`config.mk`:
```
export PLATFORM = sky130hd
export DESIGN_NAME = barrett_mod_reduce
export DESIGN_NICKNAME = d
export VERILOG_FILES = /design/src/rtl/barrett_mod_reduce.sv
export SDC_FILE = /design/constraint.sdc
export NUM_CORES = 1
export LEC_CHECK = 0
export BUFFER_PORTS_ARGS = -buffer_cell sky130_fd_sc_hd__buf_2
export CAP_MARGIN = 25
export CORE_MARGIN = 5
export CORE_UTILIZATION = 53
export DETAILED_ROUTE_END_ITERATION = 10
export GPL_TIMING_DRIVEN = 0
export PLACE_DENSITY = 0.86
export SYNTH_ARGS = -nofsm -noshare
export SYNTH_HDL_FRONTEND = slang
export SYNTH_SLANG_ARGS = --single-unit
export TNS_END_PERCENT = 5
```
`constraint.sdc`:
```
create_clock -name i_clk -period 3.44 [get_ports i_clk]
set_clock_uncertainty 0.05 [all_clocks]
set_input_delay 0.172 -clock i_clk [delete_from_list [all_inputs] [get_ports i_clk]]
set_output_delay 0.172 -clock i_clk [all_outputs]
set_load 0.01 [all_outputs]
```
`src/rtl/barrett_mod_reduce.sv`:
```
// barrett_mod_reduce: (a*b) mod P via Barrett reduction, one op in flight.
// Issues a*b, x_hi*MU and q*P to an external multiplier, then corrects r < P.
//
// Ports (flattened AXI-stream channels, val/rdy handshakes):
//   i_clk, i_rst           clock, synchronous active-high reset
//   i_mul_*   (sink)       request, dat = {b, a}, plus sop/eop/ctl
//   o_mul_*   (source)     result r < P, with request sop/eop/ctl, err, mod=0
//   o_mult_*  (source)     operands to the multiplier, dat = {b, a},
//                          ctl[1:0] = stage code (AB=1, MU=2, QP=3)
//   i_mult_*  (sink)       products returned by the multiplier
//
// Optional build macro BARRETT_RANGE_CHECK_EN: flags a >= P or b >= P
// through o_mul_err (the computation still runs).

module barrett_mod_reduce #(
  parameter int unsigned DAT_BITS  = 8,
  parameter int unsigned CTL_BITS  = 8,
  parameter int unsigned MCTL_BITS = 8,
  parameter int unsigned P         = 101,
  parameter int unsigned MU        = 162
) (
  input  logic                  i_clk,
  input  logic                  i_rst,

  input  logic                  i_mul_val,
  output logic                  i_mul_rdy,
  input  logic [2*DAT_BITS-1:0] i_mul_dat,
  input  logic                  i_mul_sop,
  input  logic                  i_mul_eop,
  input  logic [CTL_BITS-1:0]   i_mul_ctl,

  output logic                  o_mul_val,
  input  logic                  o_mul_rdy,
  output logic [DAT_BITS-1:0]   o_mul_dat,
  output logic                  o_mul_sop,
  output logic                  o_mul_eop,
  output logic [CTL_BITS-1:0]   o_mul_ctl,
  output logic                  o_mul_err,
  output logic                  o_mul_mod,

  output logic                  o_mult_val,
  input  logic                  o_mult_rdy,
  output logic [2*DAT_BITS-1:0] o_mult_dat,
  output logic                  o_mult_sop,
  output logic                  o_mult_eop,
  output logic [MCTL_BITS-1:0]  o_mult_ctl,

  input  logic                  i_mult_val,
  output logic                  i_mult_rdy,
  input  logic [2*DAT_BITS-1:0] i_mult_dat,
  input  logic [MCTL_BITS-1:0]  i_mult_ctl
);

  localparam int unsigned K = DAT_BITS - 1;
  localparam int unsigned W = DAT_BITS + 1;

  localparam logic [DAT_BITS-1:0] P_D  = DAT_BITS'(P);
  localparam logic [DAT_BITS-1:0] MU_D = DAT_BITS'(MU);
  localparam logic [W-1:0]        P_W  = W'(P);
  localparam logic [W-1:0]        P2_W = W'(2 * P);

  typedef enum logic [3:0] {
    IDLE,
    ISS_AB,
    WT_AB,
    ISS_MU,
    WT_MU,
    ISS_QP,
    WT_QP,
    CORR,
    OUT
  } state_t;

  state_t state_q, state_d;

  logic [CTL_BITS-1:0]   ctl_q, ctl_d;
  logic                  sop_q, sop_d;
  logic                  eop_q, eop_d;
  logic                  err_q, err_d;
  logic [W-1:0]          x_q, x_d;
  logic [W-1:0]          qp_q, qp_d;

  logic                  o_mult_val_q, o_mult_val_d;
  logic [2*DAT_BITS-1:0] o_mult_dat_q, o_mult_dat_d;
  logic [MCTL_BITS-1:0]  o_mult_ctl_q, o_mult_ctl_d;

  logic                  o_mul_val_q, o_mul_val_d;
  logic [DAT_BITS-1:0]   o_mul_dat_q, o_mul_dat_d;
  logic [CTL_BITS-1:0]   o_mul_ctl_q, o_mul_ctl_d;
  logic                  o_mul_sop_q, o_mul_sop_d;
  logic                  o_mul_eop_q, o_mul_eop_d;
  logic                  o_mul_err_q, o_mul_err_d;

  logic [W-1:0]          r0, r1, r2;
  logic [DAT_BITS-1:0]   r_sel;

  // Only ctl[1:0] carries the stage code back.
  logic unused_mult_ctl;
  assign unused_mult_ctl = ^i_mult_ctl;

  always_comb begin
    state_d      = state_q;
    ctl_d        = ctl_q;
    sop_d        = sop_q;
    eop_d        = eop_q;
    err_d        = err_q;
    x_d          = x_q;
    qp_d         = qp_q;
    o_mult_val_d = o_mult_val_q;
    o_mult_dat_d = o_mult_dat_q;
    o_mult_ctl_d = o_mult_ctl_q;
    o_mul_val_d  = o_mul_val_q;
    o_mul_dat_d  = o_mul_dat_q;
    o_mul_ctl_d  = o_mul_ctl_q;
    o_mul_sop_d  = o_mul_sop_q;
    o_mul_eop_d  = o_mul_eop_q;
    o_mul_err_d  = o_mul_err_q;

    // Only the low W bits of x and q*P matter: r0 < 3P fits in W bits,
    // and r1/r2 lie in (-2^DAT_BITS, 2^DAT_BITS) so the MSB is their sign.
    r0 = x_q - qp_q;
    r1 = r0 - P_W;
    r2 = r0 - P2_W;
    if (!r2[W-1]) begin
      r_sel = r2[DAT_BITS-1:0];
    end else if (!r1[W-1]) begin
      r_sel = r1[DAT_BITS-1:0];
    end else begin
      r_sel = r0[DAT_BITS-1:0];
    end

    unique case (state_q)
      IDLE: begin
        if (i_mul_val) begin
          ctl_d        = i_mul_ctl;
          sop_d        = i_mul_sop;
          eop_d        = i_mul_eop;
`ifdef BARRETT_RANGE_CHECK_EN
          err_d        = (i_mul_dat[DAT_BITS-1:0] >= P_D) ||
                         (i_mul_dat[2*DAT_BITS-1:DAT_BITS] >= P_D);
`else
          err_d        = 1'b0;
`endif
          o_mult_val_d = 1'b1;
          o_mult_dat_d = i_mul_dat;
          o_mult_ctl_d = MCTL_BITS'(1);
          state_d      = ISS_AB;
        end
      end
      ISS_AB: begin
        if (o_mult_rdy) begin
          o_mult_val_d = 1'b0;
          state_d      = WT_AB;
        end
      end
      WT_AB: begin
        if (i_mult_val) begin
          x_d = i_mult_dat[W-1:0];
          if (i_mult_ctl[1:0] != 2'd1) begin
            err_d = 1'b1;
          end
          // Top DAT_BITS bits of x, i.e. x >> (K-1).
          o_mult_val_d = 1'b1;
          o_mult_dat_d = {MU_D, i_mult_dat[2*K-1:K-1]};
          o_mult_ctl_d = MCTL_BITS'(2);
          state_d      = ISS_MU;
        end
      end
      ISS_MU: begin
        if (o_mult_rdy) begin
          o_mult_val_d = 1'b0;
          state_d      = WT_MU;
        end
      end
      WT_MU: begin
        if (i_mult_val) begin
          if (i_mult_ctl[1:0] != 2'd2) begin
            err_d = 1'b1;
          end
          // q = prod_mu >> (K+1)
          o_mult_val_d = 1'b1;
          o_mult_dat_d = {P_D, i_mult_dat[2*DAT_BITS-1:K+1]};
          o_mult_ctl_d = MCTL_BITS'(3);
          state_d      = ISS_QP;
        end
      end
      ISS_QP: begin
        if (o_mult_rdy) begin
          o_mult_val_d = 1'b0;
          state_d      = WT_QP;
        end
      end
      WT_QP: begin
        if (i_mult_val) begin
          qp_d = i_mult_dat[W-1:0];
          if (i_mult_ctl[1:0] != 2'd3) begin
            err_d = 1'b1;
          end
          state_d = CORR;
        end
      end
      CORR: begin
        o_mul_val_d = 1'b1;
        o_mul_dat_d = r_sel;
        o_mul_ctl_d = ctl_q;
        o_mul_sop_d = sop_q;
        o_mul_eop_d = eop_q;
        o_mul_err_d = err_q;
        state_d     = OUT;
      end
      OUT: begin
        if (o_mul_rdy) begin
          o_mul_val_d = 1'b0;
          state_d     = IDLE;
        end
      end
      default: begin
        state_d = IDLE;
      end
    endcase
  end

  always_ff @(posedge i_clk) begin
    if (i_rst) begin
      state_q      <= IDLE;
      ctl_q        <= '0;
      sop_q        <= 1'b0;
      eop_q        <= 1'b0;
      err_q        <= 1'b0;
      x_q          <= '0;
      qp_q         <= '0;
      o_mult_val_q <= 1'b0;
      o_mult_dat_q <= '0;
      o_mult_ctl_q <= '0;
      o_mul_val_q  <= 1'b0;
      o_mul_dat_q  <= '0;
      o_mul_ctl_q  <= '0;
      o_mul_sop_q  <= 1'b0;
      o_mul_eop_q  <= 1'b0;
      o_mul_err_q  <= 1'b0;
    end else begin
      state_q      <= state_d;
      ctl_q        <= ctl_d;
      sop_q        <= sop_d;
      eop_q        <= eop_d;
      err_q        <= err_d;
      x_q          <= x_d;
      qp_q         <= qp_d;
      o_mult_val_q <= o_mult_val_d;
      o_mult_dat_q <= o_mult_dat_d;
      o_mult_ctl_q <= o_mult_ctl_d;
      o_mul_val_q  <= o_mul_val_d;
      o_mul_dat_q  <= o_mul_dat_d;
      o_mul_ctl_q  <= o_mul_ctl_d;
      o_mul_sop_q  <= o_mul_sop_d;
      o_mul_eop_q  <= o_mul_eop_d;
      o_mul_err_q  <= o_mul_err_d;
    end
  end

  assign i_mul_rdy  = (state_q == IDLE);
  assign i_mult_rdy = (state_q == WT_AB) ||
                      (state_q == WT_MU) ||
                      (state_q == WT_QP);

  assign o_mult_val = o_mult_val_q;
  assign o_mult_dat = o_mult_dat_q;
  assign o_mult_ctl = o_mult_ctl_q;
  assign o_mult_sop = 1'b1;
  assign o_mult_eop = 1'b1;

  assign o_mul_val  = o_mul_val_q;
  assign o_mul_dat  = o_mul_dat_q;
  assign o_mul_ctl  = o_mul_ctl_q;
  assign o_mul_sop  = o_mul_sop_q;
  assign o_mul_eop  = o_mul_eop_q;
  assign o_mul_err  = o_mul_err_q;
  assign o_mul_mod  = 1'b0;

endmodule

```
==> metrics <==
outcome completed; Yosys top cell by area dfxtp_1; Req. time, crit path approximately 3.7 ns; ANT nets after route 0; Leak about 2.1 nW; worst-path cell chain inv_1 -> ha_1 -> xor2_1 -> inv_1 -> ha_1 -> a21oi_1 -> nand3_1 -> and2_1 -> o21ai_1 -> nand4_1 -> a311oi_2; syn avg cell area about 8.2 µm²; clk sinks 72; Synth Area in Compound Gates 0.225; sequential element share of the synthesized area 0.358; initial antenna violation count 0; TritonCTS clock tree done; FF+latch count, synth roughly 70; DR DRC count 0; Top delay family on crit path compound AO/OA/AOI/OAI gates; top-count cell post-synth nand2_1; Adder-Cell Fraction of Synth Area 0.0404; die width ~97 µm; pin count of the biggest net entering global routing 14; max cap viols 0; P&R area growth vs syn 21.2%; # nets final 670; area share of the largest cell type after synthesis 0.358; global-route wire length before repair about 18 mm; FILL cells 613; WP data arrival 3.21 ns; worst stage delay on the critical path about 0.5 ns; vias in the first global route about 3.8k; Setup CP Type reg2reg; Initial Util 0.549; ANT cells 0; library cells used by synthesis about 70; setup violators final 0; Max Clock Freq roughly 0.33 GHz; TritonRoute pass-1 iters 4; RSZ-0062 raised after global routing false; Final TNS setup 0 ns; Longest Clk Path Bufs 2; Avg Vias per Cell between 5 and 6; slew margin rel. 0.549; Startpoint Class flop; Fin. Hold Viols 0; IO Pins ~110; crit path capture type flop; class of the worst hold path in2reg; Power Density 606 nW/µm²; Worst-Margin Slew around 0.67 ns; post-place instance area roughly 4600 µm²; global placer's final weighted congestion approximately 0.93; GRT overflow 0; crit path max fanout 6; H-tree level count 3; Cell Area, Synth a little over 4000 µm²; cell count after synthesis a little under 500; simple-gate share of the synthesized area 0.238; initial DRC count 209; Post-synth EDFFs 0; Final Max Slew Viols 0; top cells by area, synth dfxtp_1 36%, nand2_1 7.3%, a21oi_1 6.3%; Slowest-stage cell, CP xor2_1; die area approximately 9400 µm²; maximum vdd drop roughly 0.00048 V; Worst-Skew Late Latency approximately 0.35 ns; fin area between 4000 and 5000 µm²; Post-Synth XOR/XNOR Area 0.0469; port bufs 90; core area 7330 µm²; GRT Total Usage 0.226; part of the cycle the worst path needs 0.872; main combinational cell family by area after synthesis simple AND/OR/NAND/NOR gates; share of cells above drive strength 1 0.239; via count ~4.0k; wire per inst around 15 µm; die height approximately 100 µm; pre-CTS setup slack roughly 0.5 ns; Async SR Flop Fraction 0; buffer and inverter count on the worst path 2; Synthesis Warnings 0; Detail Placement HPWL 8.06 mm; row count 31; clock-pin slew on the worst setup and hold paths approximately 0.08 ns; mux share of post-synthesis cell area 0.0224; Final WS setup 0.441 ns; Synth top cells by count 78 x nand2_1, 72 x dfxtp_1, 51 x a21oi_1; CTS Buf Count 9; Tmin final 3.00 ns; root buffer cell clkbuf_8; DRT Wirelength around 11 mm; Synth Flop Type dfxtp_1
==> flip-flops by register name, indices dropped and copies added (netlist names) <==
name        cells
o_mult_val      1
err_q           1
o_mult_dat     16
o_mul_dat       8
qp_q            9
o_mul_ctl       8
o_mult_ctl      2
eop_q           1
o_mul_sop       1
sop_q           1
ctl_q           8
o_mul_val       1
x_q             9
o_mul_err       1
o_mul_eop       1
state_q         4
==> per-stage QoR <==
| stage | utilization | hold slack [ns] | total power [mW] | std cells |
|---|---|---|---|---|
| 3_3_place_gp | 0.631 | 0.367 | 2.10 | 688 |
| 6_report | 0.666 | 0.00516 | 2.96 | 705 |
| 2_1_floorplan | - | 0.258 | 1.84 | 499 |
| 4_1_cts | 0.666 | 0.000574 | 2.95 | 705 |
| 3_5_place_dp | 0.631 | 0.367 | 2.13 | 688 |
| 5_1_grt | 0.666 | 0.0117 | 3.13 | 705 |
==> cells by family after synthesis <==
logic type / after synthesis
compound gates: 129
xor+xnor: 13
fa+ha+maj: 13
buf+inv: 55
flops: 72
mux: 9
other cells: 2
simple gates: 199
==> repair_timing <==
item	4_1_cts	5_1_grt
hold endpoints to repair	1	0
hold buffers	1	0
gates resized for setup	0	0
setup buffers	0	0
==> tightest hold or removal path, cell delays in order <==
cell	delay [ns]
buf_2	0.09
nand2_1	0.04
a21oi_1	0.05
==> final timing paths <==
path,from,to,slack [ns],depth (start not counted)
max,qp_q[1]$_SDFFE_PP0P_,o_mul_dat[5]$_SDFFE_PP0P_,0.44,11
min,i_mul_ctl[3],ctl_q[3]$_SDFFE_PP0P_,0.005,3
max reg2reg,qp_q[1]$_SDFFE_PP0P_,o_mul_dat[5]$_SDFFE_PP0P_,0.44,11
min reg2reg,ctl_q[5]$_SDFFE_PP0P_,ctl_q[5]$_SDFFE_PP0P_,0.41,2
==> power breakdown <==
| group | switching, mW | internal (mW) | total (mW) |
|---|---|---|---|
| clock | 0.332 | 0.486 | 0.817 |
| sequential | 0.0533 | 0.931 | 0.985 |
| combinational | 0.715 | 0.440 | 1.15 |
| total | 1.10 | 1.86 | 2.96 |
==> layout by cell type, fill, tap and decap left out, types with 10 or more instances in the layout <==
cell and instances:
o21ai_0 11, ha_1 13, clkbuf_1 21, a22oi_1 13, buf_2 92, dfxtp_1 72
nand2_1 78, a311oi_1 10, nor2_1 49, inv_1 18, a21oi_1 51, nor3_1 15
a211oi_1 11, buf_4 10
==> area by class of cell <==
type                    instances  area (µm²)  area share
plain buffers                  36         203      0.0415
clock buffers                  10         128      0.0261
clock inverters                 6         115      0.0236
inverters                      19        71.3      0.0146
multi-input cells             372        2340       0.479
flip-flops and latches         72        1440       0.295
well taps                      99         124      0.0254
repair buffers                 91         460      0.0943
==> metal layers <==
layer,GRT usage,vias to the layer above,share of wire
met1,0.274,1858,0.42
met2,0.389,168,0.49
met4,0.0778,0,0.021
li1,-,1938,-
met3,0.0553,22,0.075
met5,0,-,0
No activity file was read; power rests on OpenSTA's default activity.
